`src/rtl/cpu_pkg.sv`:
```
`default_nettype none
// ============================================================================
//  Module   : cpu_pkg
//  Purpose  : Shared fetch-stage constants: FSM state codes, Pcsrc codes, NOP.
//  Revision : 1.0  initial release
// ============================================================================
package cpu_pkg;

    localparam logic [0:0] FETCH = 1'b0;
    localparam logic [0:0] DROP  = 1'b1;

    localparam logic [1:0] PCSRC_SEQ = 2'b00;
    localparam logic [1:0] PCSRC_BR  = 2'b10;
    localparam logic [1:0] PCSRC_J   = 2'b11;

    localparam logic [31:0] NOP_INST = 32'h0;

    // 01 is reserved and behaves like sequential.
    function automatic logic is_redirect(input logic [1:0] pcsrc);
        return (pcsrc == PCSRC_BR) || (pcsrc == PCSRC_J);
    endfunction

endpackage
`default_nettype wire

```
`src/rtl/fetch_stage_if_id_reg.sv`:
```
`default_nettype none
// ============================================================================
//  Module   : if_id_reg
//  Purpose  : IF/ID pipeline register; priority reset > flush > hold > load.
//  Revision : 1.0  initial release
// ============================================================================
module if_id_reg
    import cpu_pkg::*;
#(
    parameter int PC_W = 32
) (
    input  logic            Clk,
    input  logic            Rst,
    input  logic            flush,
    input  logic            hold,
    input  logic            load,
    input  logic [PC_W-1:0] pc4_in,
    input  logic [31:0]     inst_in,
    output logic [PC_W-1:0] dPc4,
    output logic [31:0]     dInst,
    output logic            dValid
);

    logic [PC_W-1:0] r_pc4;
    logic [31:0]     r_inst;
    logic            r_valid;

    always_ff @(posedge Clk) begin
        if (Rst) begin
            r_pc4   <= '0;
            r_inst  <= NOP_INST;
            r_valid <= 1'b0;
        end else if (flush) begin
            r_pc4   <= '0;
            r_inst  <= NOP_INST;
            r_valid <= 1'b0;
        end else if (hold) begin
            r_pc4   <= r_pc4;
            r_inst  <= r_inst;
            r_valid <= r_valid;
        end else if (load) begin
            r_pc4   <= pc4_in;
            r_inst  <= inst_in;
            r_valid <= 1'b1;
        end else begin
            r_pc4   <= '0;
            r_inst  <= NOP_INST;
            r_valid <= 1'b0;
        end
    end

    assign dPc4   = r_pc4;
    assign dInst  = r_inst;
    assign dValid = r_valid;

endmodule
`default_nettype wire

```
`src/rtl/fetch_stage.sv`:
```
`default_nettype none
// ============================================================================
//  Module   : fetch_stage
//  Purpose  : PC, instruction-memory request port, next-PC select and IF/ID.
//  Revision : 1.0  initial release
// ============================================================================
module fetch_stage
    import cpu_pkg::*;
#(
    parameter int              PC_W     = 32,
    parameter logic [PC_W-1:0] RESET_PC = '0
) (
    input  logic            Clk,
    input  logic            Rst,
    input  logic [1:0]      Pcsrc,
    input  logic [PC_W-1:0] Bpc,
    input  logic [PC_W-1:0] Jpc,
    input  logic            STALL,
    input  logic            Condep,
    output logic [PC_W-1:0] Iaddr,
    output logic            Ireq,
    input  logic            Irdy,
    input  logic [31:0]     Idata,
    output logic [PC_W-1:0] dPc4,
    output logic [31:0]     dInst,
    output logic            dValid
);

    localparam logic [PC_W-1:0] C_PC_STEP = PC_W'(4);

    logic [PC_W-1:0] r_pc;
    logic [PC_W-1:0] r_rpc;
    logic [0:0]      r_state;
    logic            r_ireq;

    logic [PC_W-1:0] w_pc4;
    logic [PC_W-1:0] w_target;
    logic [PC_W-1:0] w_next_pc;
    logic [PC_W-1:0] w_next_rpc;
    logic [0:0]      w_next_state;
    logic            w_redirect;
    logic            w_rdy;
    logic            w_fetch_ok;

    // A response only counts while our own request is outstanding.
    assign w_rdy      = Irdy & r_ireq;
    assign w_redirect = is_redirect(Pcsrc);
    assign w_target   = (Pcsrc == PCSRC_J) ? Jpc : Bpc;
    assign w_pc4      = r_pc + C_PC_STEP;

    always_comb begin
        w_next_pc    = r_pc;
        w_next_rpc   = r_rpc;
        w_next_state = r_state;
        w_fetch_ok   = 1'b0;
        if (r_state == DROP) begin
            if (w_redirect) begin
                w_next_rpc = w_target;
            end
            if (w_rdy) begin
                w_next_pc    = w_redirect ? w_target : r_rpc;
                w_next_state = FETCH;
            end
        end else begin
            if (w_redirect) begin
                if (w_rdy) begin
                    w_next_pc = w_target;
                end else begin
                    // In-flight response belongs to the old path; park the target.
                    w_next_rpc   = w_target;
                    w_next_state = DROP;
                end
            end else if (w_rdy && !STALL) begin
                w_next_pc  = w_pc4;
                w_fetch_ok = 1'b1;
            end
        end
    end

    always_ff @(posedge Clk) begin
        if (Rst) begin
            r_pc    <= RESET_PC;
            r_rpc   <= '0;
            r_state <= FETCH;
            r_ireq  <= 1'b0;
        end else begin
            r_pc    <= w_next_pc;
            r_rpc   <= w_next_rpc;
            r_state <= w_next_state;
            r_ireq  <= 1'b1;
        end
    end

    if_id_reg #(
        .PC_W (PC_W)
    ) u_if_id (
        .Clk     (Clk),
        .Rst     (Rst),
        .flush   (~Condep),
        .hold    (STALL),
        .load    (w_fetch_ok),
        .pc4_in  (w_pc4),
        .inst_in (Idata),
        .dPc4    (dPc4),
        .dInst   (dInst),
        .dValid  (dValid)
    );

    assign Iaddr = r_pc;
    assign Ireq  = r_ireq;

endmodule
`default_nettype wire

```
`config.mk`:
```
export PLATFORM = sky130hd
export DESIGN_NAME = fetch_stage
export DESIGN_NICKNAME = d
export VERILOG_FILES = /design/src/rtl/cpu_pkg.sv /design/src/rtl/fetch_stage_if_id_reg.sv /design/src/rtl/fetch_stage.sv
export SDC_FILE = /design/constraint.sdc
export NUM_CORES = 1
export LEC_CHECK = 0
export BUFFER_PORTS_ARGS = -buffer_cell sky130_fd_sc_hd__buf_4
export CAP_MARGIN = 30
export CORE_UTILIZATION = 45
export DETAILED_ROUTE_END_ITERATION = 7
export HOLD_SLACK_MARGIN = 0.1
export MAX_ROUTING_LAYER = met4
export PLACE_DENSITY = 0.7
export SLEW_MARGIN = 10
export SYNTH_ARGS = -nofsm -noshare
export SYNTH_HDL_FRONTEND = slang
export SYNTH_HIERARCHICAL = 1
export SYNTH_SLANG_ARGS = --single-unit
```
`constraint.sdc`:
```
create_clock -name Clk -period 5.5 [get_ports Clk]
set_input_delay 0.55 -clock Clk [delete_from_list [all_inputs] [get_ports Clk]]
set_output_delay 0.55 -clock Clk [all_outputs]
set_load 0.02 [all_outputs]
```
==> flow_summary.toml <==
[yosys]
yosys.area_share.simple = 0.2655
synthDistinctLibCells = 54
synth_adder_area_share = 0.001746
synth_compound_area_frac = 0.2091
synth.most_common_cell = "dfxtp_1"
synthMuxAreaShare = 0.05813
ys.flop_type = "dfxtp_1"
synthTopCellsByCount = "dfxtp_1 (131), nand2_1 (122), nand3b_1 (66), nor2_1 (65), nand3_1 (57)"
synth-edff-count = 0
synth_top_family_by_area = "simple AND/OR/NAND/NOR gates"
yosysSeqAreaShare = 0.3659
synthTopCellsByArea = "dfxtp_1 (37%), nand3b_1 (6.9%), nand2_1 (6.4%)"
syn_area_um2 = 7168
synth_area_leader_cell = "dfxtp_1"
synthXorXnorAreaFrac = 0.03299
synth_top_area_share = 0.3659
yosysWarnings = 6
synth.avg_cell_area_um2 = 8.173
synthArstFlopShare = 0
ys_seq_elements = 131
synth_nets = 981
synth_cells = 877

[timing]
slew_headroom = 0.3797
finClkSkew_ns = 0.007644
setup_tns_ns = 0
maxSlewViolCount = 0
post-route-min-period_ns = 2.697
setup_viol = 0
finalCritPeriodShare = 0.4904
grt_setup_unrepaired = "no"
tightest_slew_ns = 0.9270
max_freq_mhz = 370.8
hold_violations = 0

[routing]
drc_errors = 0
wire_per_inst_um = 16.14
vias_per_cell = 5.511
dr_total_vias = 6867
drt-initial-drc-count = 459
postRouteAntennaNets = 0
drtPass1Iterations = 6
finalWirelength_um = 20110

[setup_path]
cp_max_fo = 42
worstPathArrival_ns = 3.06
crit_path_start = "r_state"
rr_startpoint = "r_state"
criticalPathCategory = "reg -> reg"
crit_required_ns = 5.86
start_kind = "flop"
cp-end-kind = "flop"
r2r_cells = 6

[cts]
hold_buffers = 0
cts_tree = "done"
cts_buffers = 17
insertion_delay_ns = 0.42
max-clock-path-buffers = 2
cts_setup_buffers = 0
htree_levels = 4
clkTransAtPathRegs_ns = 0.06
cts_resized = 0
clockRootBuffer = "clkbuf_16"
clock_sinks = 131

[power_and_ir_drop]
power_switching_uw = 622.3
pwr-share-comb = 0.134
p_int_uw = 1807
p_sw_frac = 0.2562
clockPowerShare = 0.449
p_leak_uw = 0.003582
peakVddDrop_uv = 217.5
p_per_area_nw_per_um2 = 263.0
p_seq_frac = 0.417

[min_path]
min_from = "Bpc[24]"
hold_path_class = "in -> reg"
hold-path-cell-count = 3

[layout]
drive_gt1_frac = 0.2995
n_fill_cell = 1408
multi_input_area_um2 = 4086
final_util = 0.6009
area_growth_pct = 28.85
seq_area_um2 = 2623
diodes = 0
fin_cells = 1246
nets = 1126

[floorplan]
start_util = 0.4663
core_um2 = 15370
die_w_um = 128.2
fp-row-count = 45
ioPinCount = 201
dieArea_um2 = 16440
die_h_um = 128.2

[grt]
grt_util_all_layers = 0.2534
antenna_found_initial = 0
grt-ovfl-total = 0
grt_start_max_net_pins = 75
grt_pass1_vias = 6065
grt_first_pass_wirelength_um = 31940

[place]
gp_congestion = 0.9421
place_inst = 1213
place_hpwl_um = 13830
io_buffers = 200

[status]
status = "completed"

[job]
maxCapViolCount = 0
==> cell type report <==
| cell class | count | area share |
|---|---|---|
| clock buffers | 21 | 0.04985 |
| clock inverters | 11 | 0.01192 |
| inverters | 11 | 0.004470 |
| repair buffers | 212 | 0.1788 |
| flip-flops and latches | 131 | 0.2839 |
| well taps | 211 | 0.02858 |
| multi-input cells | 649 | 0.4424 |
==> kinds of logic after synthesis <==
group,Yosys count
and+or+nand+nor,368
AOI/OAI and AO/OA,212
DFF,131
buffers and inverters,97
muxes,41
xor gates and xnor gates,27
adders and majority gates,1
==> cell usage in the layout, fill, tap and decap left out, types with 12 or more instances in the layout <==
cell type and n:
and3_1 12, o21ai_0 40, nand2_1 122, xnor2_1 18, mux2i_1 36, a21oi_2 51, nor2_1 64, buf_4 209
dfxtp_1 131, nand3_1 57, a21oi_1 41, nand3b_1 66, clkbuf_16 17, a311oi_1 32
==> per-layer routing <==
layer	share of wire	GRT usage	up-vias
met5	0	-	-
met4	0.017	0.08858	0
met3	0.076	0.06511	25
met2	0.43	0.3561	252
met1	0.48	0.3482	3143
li1	-	-	3447
==> metrics by stage <==
stage,instance area [um^2],total power [uW],worst slack [ns],hold WS [ns]
5_1_grt,9236,2529,2.537,0.4135
3_5_place_dp,8658,1356,2.330,0.4567
4_1_cts,9229,2448,2.607,0.3904
6_report,9236,2429,2.803,0.4086
3_3_place_gp,8576,1348,2.377,0.4426
2_1_floorplan,7168,1227,3.343,0.4498
==> worst paths after layout <==
path	slack, ns	end
setup / recovery	2.80	Iaddr[29]
hold / removal	0.41	r_rpc[24]
setup reg to reg	2.80	Iaddr[29]
hold reg to reg	0.46	u_if_id/dInst[31]
==> power by group through the flow <==
stage	Clock [uW]	Combinational (uW)	Sequential [uW]
5_1_grt	1150	357	1020
4_1_cts	1110	325	1010
3_5_place_dp	0	323	1030
6_report	1090	326	1010
2_1_floorplan	0	190	1040
3_3_place_gp	0	316	1030
==> registers in the layout, summed over array words and instances (netlist names) <==
| register | cells |
|---|---|
| Iaddr | 32 |
| r_rpc | 32 |
| u_if_id/dInst | 32 |
| u_if_id/dPc4 | 32 |
| Ireq | 1 |
| r_state | 1 |
| u_if_id/dValid | 1 |
==> worst max-delay path, cell delays in order, from the launching register on <==
cell,delay (ns)
dfxtp_1,0.30
buf_4,0.26
nor2_1,0.77
a21o_1,0.80
nor2_1,0.16
a21oi_1,0.17
and3_1,0.16
No activity file was read; power rests on OpenSTA's default activity.
